--- src/rtl/pong_pkg.sv ---
// Shared pong geometry, position type and the paddle step/clamp helper.
package pong_pkg;

  localparam int SCREEN_W     = 640;
  localparam int SCREEN_H     = 480;
  localparam int PADDLE_H     = 72;
  localparam int BALL_SIZE    = 8;
  localparam int PADDLE_Y_MAX = SCREEN_H - PADDLE_H;

  // Paddle column bounds, shared with the ball stage and the renderer
  localparam int P1_X_MIN = 32;
  localparam int P1_X_MAX = 40;
  localparam int P2_X_MIN = 600;
  localparam int P2_X_MAX = 608;

  typedef logic [9:0] pos_t;

  typedef enum logic [1:0] {
    MOVE_NONE,
    MOVE_UP,
    MOVE_DOWN
  } move_t;

  function automatic move_t decode_move(logic up, logic down);
    move_t m;
    m = MOVE_NONE;
    if (up && !down)
      m = MOVE_UP;
    else if (down && !up)
      m = MOVE_DOWN;
    return m;
  endfunction

  // 11-bit arithmetic so the downward sum cannot wrap before the clamp
  function automatic pos_t step_pos(pos_t y, move_t dir, logic [10:0] step,
                                    logic [10:0] ymax);
    logic [10:0] y11;
    logic [10:0] sum;
    pos_t        res;
    y11 = {1'b0, y};
    sum = y11 + step;
    res = y;
    case (dir)
      MOVE_UP:   res = (y11 < step) ? 10'd0 : pos_t'(y11 - step);
      MOVE_DOWN: res = (sum > ymax) ? pos_t'(ymax) : pos_t'(sum);
      default:   res = y;
    endcase
    return res;
  endfunction

endpackage

--- src/rtl/paddle_ctrl_debounce.sv ---
// button_debounce: 2-FF synchroniser followed by a stability counter.
module button_debounce #(
  parameter int DB_CYCLES = 250000
) (
  input  logic clk,
  input  logic reset_n,
  input  logic raw,
  output logic level
);

  localparam int CW = (DB_CYCLES > 1) ? $clog2(DB_CYCLES) : 1;
  localparam logic [CW-1:0] CNT_LAST = CW'(DB_CYCLES - 1);

  logic          sync1;
  logic          sync2;
  logic [CW-1:0] cnt;

  always_ff @(posedge clk or negedge reset_n) begin
    if (!reset_n) begin
      sync1 <= 1'b0;
      sync2 <= 1'b0;
    end else begin
      sync1 <= raw;
      sync2 <= sync1;
    end
  end

  // Counter only advances while the synced input disagrees with the accepted level
  always_ff @(posedge clk or negedge reset_n) begin
    if (!reset_n) begin
      cnt   <= '0;
      level <= 1'b0;
    end else if (sync2 != level) begin
      if (cnt == CNT_LAST) begin
        level <= sync2;
        cnt   <= '0;
      end else begin
        cnt <= cnt + 1'b1;
      end
    end else begin
      cnt <= '0;
    end
  end

endmodule

--- src/rtl/paddle_ctrl.sv ---
// paddle_ctrl: debounced buttons move two paddles once per refresh tick, clamped to the playfield.
// Define PADDLE_AI_EN to let a ball-tracking CPU drive paddle 2 from ball_y.
module paddle_ctrl
  import pong_pkg::*;
#(
  parameter int SCREEN_H     = 480,
  parameter int PADDLE_H     = 72,
  parameter int PADDLE_SPEED = 4,
  parameter int Y_INIT       = 204,
  parameter int DB_CYCLES    = 250000,
  parameter int AI_SPEED     = 2
) (
  input  logic       clk,
  input  logic       reset_n,
  input  logic       refresh_tick,
  input  logic       p1_up,
  input  logic       p1_down,
  input  logic       p2_up,
  input  logic       p2_down,
  input  logic       hold,
  input  logic       recenter,
`ifdef PADDLE_AI_EN
  input  logic [9:0] ball_y,
`endif
  output logic [9:0] paddle1_y,
  output logic [9:0] paddle2_y,
  output logic       p1_moving,
  output logic       p2_moving
);

  localparam logic [10:0] YMAX     = 11'(SCREEN_H - PADDLE_H);
  localparam logic [10:0] SPEED    = 11'(PADDLE_SPEED);
  localparam pos_t        Y_START  = pos_t'(Y_INIT);

  logic p1_up_db, p1_down_db, p2_up_db, p2_down_db;

  button_debounce #(.DB_CYCLES(DB_CYCLES)) u_db_p1_up (
    .clk(clk), .reset_n(reset_n), .raw(p1_up), .level(p1_up_db));
  button_debounce #(.DB_CYCLES(DB_CYCLES)) u_db_p1_down (
    .clk(clk), .reset_n(reset_n), .raw(p1_down), .level(p1_down_db));
  button_debounce #(.DB_CYCLES(DB_CYCLES)) u_db_p2_up (
    .clk(clk), .reset_n(reset_n), .raw(p2_up), .level(p2_up_db));
  button_debounce #(.DB_CYCLES(DB_CYCLES)) u_db_p2_down (
    .clk(clk), .reset_n(reset_n), .raw(p2_down), .level(p2_down_db));

  pos_t p1_next;
  pos_t p2_next;

  assign p1_next = step_pos(paddle1_y, decode_move(p1_up_db, p1_down_db), SPEED, YMAX);

`ifdef PADDLE_AI_EN
  localparam logic [10:0] AI_STEP  = 11'(AI_SPEED);
  localparam logic [10:0] HALF_PAD = 11'(PADDLE_H / 2);

  logic [10:0] p2_center;
  logic [10:0] ball11;
  logic        ai_up;
  logic        ai_down;

  // Deadband of +/-AI_SPEED around the paddle centre keeps the CPU from jittering
  assign p2_center = {1'b0, paddle2_y} + HALF_PAD;
  assign ball11    = {1'b0, ball_y};
  assign ai_up     = (ball11 + AI_STEP) < p2_center;
  assign ai_down   = ball11 > (p2_center + AI_STEP);
  assign p2_next   = step_pos(paddle2_y, decode_move(ai_up, ai_down), AI_STEP, YMAX);
`else
  assign p2_next   = step_pos(paddle2_y, decode_move(p2_up_db, p2_down_db), SPEED, YMAX);
`endif

  // Recenter wins over everything and does not need a tick; hold only freezes on ticks
  always_ff @(posedge clk or negedge reset_n) begin
    if (!reset_n) begin
      paddle1_y <= Y_START;
      p1_moving <= 1'b0;
    end else if (recenter) begin
      paddle1_y <= Y_START;
      p1_moving <= 1'b0;
    end else if (refresh_tick) begin
      if (hold) begin
        p1_moving <= 1'b0;
      end else begin
        paddle1_y <= p1_next;
        p1_moving <= (p1_next != paddle1_y);
      end
    end
  end

  always_ff @(posedge clk or negedge reset_n) begin
    if (!reset_n) begin
      paddle2_y <= Y_START;
      p2_moving <= 1'b0;
    end else if (recenter) begin
      paddle2_y <= Y_START;
      p2_moving <= 1'b0;
    end else if (refresh_tick) begin
      if (hold) begin
        p2_moving <= 1'b0;
      end else begin
        paddle2_y <= p2_next;
        p2_moving <= (p2_next != paddle2_y);
      end
    end
  end

endmodule

--- config.mk ---
export PLATFORM = sky130hd
export DESIGN_NAME = paddle_ctrl
export DESIGN_NICKNAME = d
export VERILOG_FILES = /design/src/rtl/pong_pkg.sv /design/src/rtl/paddle_ctrl_debounce.sv /design/src/rtl/paddle_ctrl.sv
export SDC_FILE = /design/constraint.sdc
export NUM_CORES = 1
export LEC_CHECK = 0
export CAP_MARGIN = 10
export CORE_UTILIZATION = 25
export DETAILED_ROUTE_END_ITERATION = 10
export PLACE_DENSITY = 0.46
export SLEW_MARGIN = 15
export SYNTH_ARGS = -nofsm -noshare
export SYNTH_HDL_FRONTEND = slang
export SYNTH_SLANG_ARGS = --single-unit
--- constraint.sdc ---
create_clock -name clk -period 7.27 [get_ports clk]
set_clock_uncertainty 0.15 [all_clocks]
set_input_delay 1.0905 -clock clk [delete_from_list [all_inputs] [get_ports clk]]
set_output_delay 1.0905 -clock clk [all_outputs]
set_load 0.005 [all_outputs]
==> results of run 1 <==
## placed cells by master, fill, tap and decap left out, types with 9 or more instances in the layout
cell type	Yosys	layout
clkdlybuf4s50_1	0	29
nand3_1	39	39
ha_1	14	14
nand2b_1	9	9
a21oi_1	32	32
and3_1	16	16
xnor2_1	31	31
o21ai_0	22	22
nand4_1	9	9
nor2_1	111	111
clkbuf_16	0	9
nand2_1	65	65
inv_1	21	21
xor2_1	42	42
nor3_1	18	18
dfrtp_1	98	98
## critical path, stage by stage, from the launching register on
cell and delay [ns]:
dfstp_2 0.66, ha_1 0.33, xor2_1 0.25, nand2_1 0.09, a2111o_1 0.44, a22o_1 0.19, a41oi_1 0.43, a211o_1 0.17
nand3_1 0.06, o31a_1 0.27
## sequential cells by signal, summed over array words and instances (netlist names), 10 cells and up
signal / cells
u_db_p1_down.cnt: 18
u_db_p1_up.cnt: 18
u_db_p2_down.cnt: 18
u_db_p2_up.cnt: 18
paddle1_y: 10
paddle2_y: 10
## logic make-up after synthesis
group | after synthesis | share of synthesized area, %
multiplexers | 5 | 0.828
buffers and inverters | 55 | 4.71
adder cells (fa/ha/maj) | 14 | 2.83
flip-flops | 106 | 43.0
AND/OR/NAND/NOR | 320 | 25.1
AO/OA/AOI/OAI | 120 | 13.3
XOR/XNOR | 73 | 10.3
## area by class of cell
| type | instances | area, µm² | share of cell area, % |
|---|---|---|---|
| Clock inverter | 4 | 31.3 | 0.450 |
| Inverter | 21 | 78.8 | 1.13 |
| Timing Repair Buffer | 31 | 305 | 4.39 |
| Clock buffer | 10 | 229 | 3.29 |
| Tap cell | 324 | 405 | 5.83 |
| Sequential cell | 106 | 2660 | 38.3 |
| Multi-Input combinational cell | 532 | 3240 | 46.6 |
## Yosys cell counts, types with 3 or more instances
library cell	instances
ha_1	14
clkbuf_1	17
a21oi_1	32
mux2i_1	4
o2111a_1	3
nand4_1	9
o21a_1	5
buf_6	6
nand2_1	65
o21ai_0	22
nor4b_1	7
nor2b_1	3
nand3b_1	3
a211oi_1	8
inv_1	21
a31oi_1	8
a211o_1	4
a21boi_0	4
or3_1	7
nor2_1	111
buf_2	6
dfstp_2	8
o22ai_1	4
nand2b_1	9
nand3_1	39
and2_1	5
and3_1	16
or2_2	7
nor4_1	7
xor2_1	42
dfrtp_1	98
xnor2_1	31
nor3_1	18
## where the power goes
| group | internal, mW | switching (mW) |
|---|---|---|
| clock network | 0.229 | 0.220 |
| registers | 0.597 | 0.00485 |
| logic | 0.0114 | 0.0269 |
## final timing paths
| check | startpoint | end | slack (ns) |
|---|---|---|---|
| worst min-delay path | u_db_p1_up.sync1$_DFF_PN0_ | u_db_p1_up.sync2$_DFF_PN0_ | 0.20 |
| max in group asynchronous | reset_n | u_db_p1_down.cnt[6]$_DFF_PN0_ | 5.11 |
| min in group asynchronous | reset_n | paddle1_y[1]$_DFFE_PN0P_ | 0.53 |
| worst max register to register | paddle2_y[3]$_DFFE_PN1P_ | p2_moving$_DFFE_PN0P_ | 4.11 |
| worst max-delay path | paddle2_y[3]$_DFFE_PN1P_ | p2_moving$_DFFE_PN0P_ | 4.11 |
| worst min register to register | u_db_p1_up.sync1$_DFF_PN0_ | u_db_p1_up.sync2$_DFF_PN0_ | 0.20 |
## metal layers
metal,routed length [µm],vias to the layer above
li1,-,2424
met1,7140,2346
met2,6390,109
met3,530,21
met4,276,0
met5,0,-
==> run_results.csv, run 1 <==
group,metric,value,unit
grt,grt_use_met2,18.1,%
layout,area_growth,12.2,%
synthesis,syn_inst,693,
grt,grtUsageMet1,16.6,%
cts,clk_pin_slew,0.07,ns
detailed_routing,drc,0,
min_path,holdPathStages,0,
layout,utilization,28.6,%
synthesis,synth_flop_cell,"dfrtp_1",
cts,cts_hold_buf,0,
floorplan,core.rowCount,57,
layout,finalInstanceArea,6950,µm²
pwr,fin_total_pwr,1.09,mW
detailed_routing,drtIter0Drc,259,
floorplan,die-height,159,µm
synthesis,synth_top_cell_by_area,"dfrtp_1",
sta,drv_slew,0,
layout,finalNonFillerCells,1028,
sta,fin_ws,4.11,ns
cts,cts_resized,0,
flow_run,maxCapViolCount,0,
detailed_routing,avgRoutedWirePerCell,14.0,µm
grt,grt_max_degree,78,
grt,grt_pass1_wl,24.7,mm
layout,drive_gt1_share,6.25,%
sta,max-slew-margin-rel,34.9,%
grt,overflow,0,
min_path,hp-class,"flop to flop",
critical_path,worst-r2r-cell-count,9,
critical_path,cp_data_arrival_time,3.24,ns
synthesis,synth_area_leaders,"dfrtp_1, nor2_1, xor2_1",
cts,cts_max_level,3,
floorplan,dieArea,25400,µm²
sta,finalSetupViolCount,0,
run_status,run_status,"completed",
critical_path,path_max_fanout,12,
grt,busiest_layer,"met2",
cts,clock_latency,0.35,ns
critical_path,endpoint_kind,"flop",
sta,rsz0062_at_grt,"false",
cts,cts_buffers,9,
detailed_routing,routed_wl,14.3,mm
synthesis,ys_async_sr_fraction,100,%
critical_path,cp.required,7.35,ns
grt,grtUsageTotal,11.8,%
pwr,power.density,157,nW/µm²
sta,finalCriticalPeriod,3.16,ns
synthesis,seq_area_frac_synth,43.0,%
synthesis,netlist_area,6190,µm²
grt,grt_pass1_vias,4743,
floorplan,ios,31,
floorplan,initial_core_util,25.5,%
grt,antenna_found_initial,0,
pwr,leakage,2.79,nW
sta,hold_viol,0,
layout,num_antenna_cells,0,
placement,post-dp-hpwl,9.80,mm
synthesis,synth_enable_flop_cells,0,
cts,cts_tree,"yes",
floorplan,coreArea,24300,µm²
placement,pre_cts_ws,4.15,ns
detailed_routing,drtAntennaViolNets,0,
synthesis,syn_avg_cell_area,8.94,µm²
cts,cts-root-buf,"clkbuf_16",
cts,postCtsSetupBuffers,0,
critical_path,crit_type,"flop to flop",
cts,clk_path_buf_depth,2,
placement,gp_congestion,0.878,
sta,max_freq,317,MHz
synthesis,synth_warnings,0,
sta,fin_tns_setup,0,ns
synthesis,synth-seq-cells,106,
detailed_routing,avgViaCountPerCell,4.77,
layout,fin_nets,724,
placement,port_buffers,30,
layout,nFillCells,2570,
floorplan,die_x,159,µm
cts,clock-sinks,106,
detailed_routing,first_pass_iters,4,
placement,dp_cells,1014,
grt,use_met3,2.03,%
placement,dpl_cell_area,6690,µm²
detailed_routing,vias,4900,
synthesis,synth_cell_types,71,
synthesis,synthesis.nets,716,
sta,tightestPinTransition,0.976,ns
sta,fin_crit_sh,43.4,%
sta,whs,0.201,ns
synthesis,synth_top_area_share,39.6,%
critical_path,start_kind,"flop",
pwr,ir_drop,0.000127,V
(Power assumes the default switching activity.)
==> run 2, diff against run 1 <==
PLACE_DENSITY = 0.47   (was 0.46)
clock period = 2.9 ns   (was 7.27 ns; I/O delays follow)
==> run_results.csv, run 2 (synthesis results as in run 1) <==
group,metric,value,unit
floorplan,core.rowCount,57,
critical_path,path_max_fanout,10,
layout,num_antenna_cells,0,
floorplan,die_x,159,µm
critical_path,worst-r2r-cell-count,9,
detailed_routing,avgRoutedWirePerCell,13.5,µm
detailed_routing,drc,0,
detailed_routing,first_pass_iters,4,
sta,finalCriticalPeriod,2.79,ns
grt,overflow,0,
placement,post-dp-hpwl,10.4,mm
sta,drv_slew,0,
layout,fin_nets,763,
cts,clock-sinks,106,
layout,area_growth,18.4,%
critical_path,endpoint_kind,"flop",
min_path,hp-start,"u_db_p2_down.sync1$_DFF_PN0_",
placement,port_buffers,30,
floorplan,ios,31,
cts,clk_path_buf_depth,2,
sta,rsz0062_at_grt,"true",
critical_path,reg2reg_from,"paddle2_y[2]$_DFFE_PN1P_",
min_path,hp-class,"flop to flop",
layout,multi_input_area,3300,µm²
sta,max_freq,359,MHz
layout,utilization,30.2,%
sta,finalSetupViolCount,0,
cts,postCtsSetupBuffers,0,
cts,cts_max_level,3,
floorplan,initial_core_util,25.5,%
detailed_routing,routed_wl,14.4,mm
grt,antenna_found_initial,0,
floorplan,dieArea,25400,µm²
critical_path,rrSetupSlack,0.11,ns
cts,cts-root-buf,"clkbuf_16",
critical_path,cp_data_arrival_time,2.89,ns
layout,nFillCells,2567,
placement,gp_congestion,0.845,
sta,max-slew-margin-rel,51.6,%
critical_path,cp_num_buf_inv,1,
sta,hold_viol,0,
critical_path,cp.required,3.00,ns
critical_path,crit_start,"paddle2_y[2]$_DFFE_PN1P_",
layout,drive_gt1_share,12.9,%
detailed_routing,drtAntennaViolNets,0,
critical_path,slowest_delay,0.54,ns
sta,fin_crit_sh,96.1,%
layout,layout_common_cells,"nor2_1, dfrtp_1, nand2_1",
pwr,power.density,385,nW/µm²
detailed_routing,avgViaCountPerCell,4.65,
critical_path,critPathTopFamily,"compound AO/OA/AOI/OAI gates",
floorplan,coreArea,24300,µm²
grt,grtUsageTotal,11.9,%
sta,fin_tns_setup,0,ns
pwr,leakage,3.00,nW
critical_path,cpMaxStageDelayCell,"dfstp_2",
floorplan,die-height,159,µm
critical_path,cp-endpoint,"p2_moving$_DFFE_PN0P_",
layout,register_area,2660,µm²
layout,final_common_cell,"nor2_1",
grt,grt_pass1_wl,24.8,mm
grt,grt_max_degree,46,
flow_run,maxCapViolCount,0,
detailed_routing,drtIter0Drc,278,
critical_path,cp_num_cells,9,
cts,clk_pin_slew,0.08,ns
cts,clock_latency,0.36,ns
critical_path,start_kind,"flop",
grt,grt_pass1_vias,4901,
pwr,ir_drop,0.000196,V
critical_path,cp_cell_sequence,"buf_4, nand3_1, a22o_1, a2111o_1, a221oi_2, a211oi_2, a21oi_2, a31oi_1, o31a_1",
detailed_routing,vias,4968,
cts,cts_buffers,9,
run_status,run_status,"completed",
sta,tightestPinTransition,0.724,ns
critical_path,r2r-end,"p2_moving$_DFFE_PN0P_",
critical_path,crit_type,"flop to flop",
cts,cts_tree,"yes",
## run 2: changes by cell type in the layout (fill, tap and decap cells not counted), sizes merged
cell,before,now
dlygate4sd3,0,1
clkinvlp,3,2
clkinv,1,3
buf,2,40
clkbuf,10,9
inv,21,23
## run 2: worst reg2reg max path, cell delays in order (launching register included)
cell	delay, ns
dfstp_2	0.54
buf_4	0.16
nand3_1	0.18
a22o_1	0.26
a2111o_1	0.40
a221oi_2	0.30
a211oi_2	0.11
a21oi_2	0.22
a31oi_1	0.11
o31a_1	0.25
## run 2: final cells by class
type                       instances  share of cell area [%]
clock buffer                       9                    3.07
clock inverter                     7                   0.870
inverter                          21                    1.07
multi-input combinational        532                    45.0
sequential                       106                    36.3
tap                              324                    5.53
timing repair buffer              70                    8.19
## run 2: power by group
group          internal (mW)  switching, mW
Sequential              1.50         0.0124
Clock                  0.600          0.608
Combinational         0.0365         0.0689
Total                   2.13          0.689
## run 2: how the worst min path moves through the flow
| stage | to | slack [ns] | cells after the start |
|---|---|---|---|
| floorplan | p1_moving$_DFFE_PN0P_ | -0.01 | 0 |
| CTS | u_db_p2_down.sync2$_DFF_PN0_ | 0.20 | 0 |
| global route | u_db_p1_up.sync2$_DFF_PN0_ | 0.21 | 0 |
| detailed placement | u_db_p1_up.sync2$_DFF_PN0_ | 0.19 | 0 |
| finish | u_db_p2_down.sync2$_DFF_PN0_ | 0.20 | 0 |
| global placement | u_db_p2_down.sync2$_DFF_PN0_ | 0.18 | 0 |
## run 2: through the flow
| stage | hold WS, ns | total power, mW | worst slack (ns) | area [µm²] | instances |
|---|---|---|---|---|---|
| 2_1_floorplan | -0.0106 | 1.58 | 0.139 | 6190 | 693 |
| 4_1_cts | 0.199 | 2.88 | 0.0379 | 7290 | 1069 |
| 5_1_grt | 0.209 | 2.96 | -0.00309 | 7330 | 1069 |
| 3_5_place_dp | 0.186 | 1.65 | -0.0195 | 6980 | 1052 |
| 3_3_place_gp | 0.182 | 1.65 | 0.0251 | 6980 | 1052 |
| 6_report | 0.197 | 2.82 | 0.112 | 7330 | 1069 |
## run 2: repair_timing
action	CTS	global route
setup endpoints to repair	3	6
pin swaps	0	1
endpoints found under the hold margin	36	0
gates resized for setup	2	10
hold buffers	1	0
## run 2: routing by layer
metal / GRT usage [%] / part of all wire (%) / vias up
met5: 0 / 0 / -
met4: 5.33 / 2.1 / 0
met3: 1.90 / 3.7 / 17
met2: 17.9 / 44 / 92
met1: 16.8 / 50 / 2371
li1: - / - / 2488
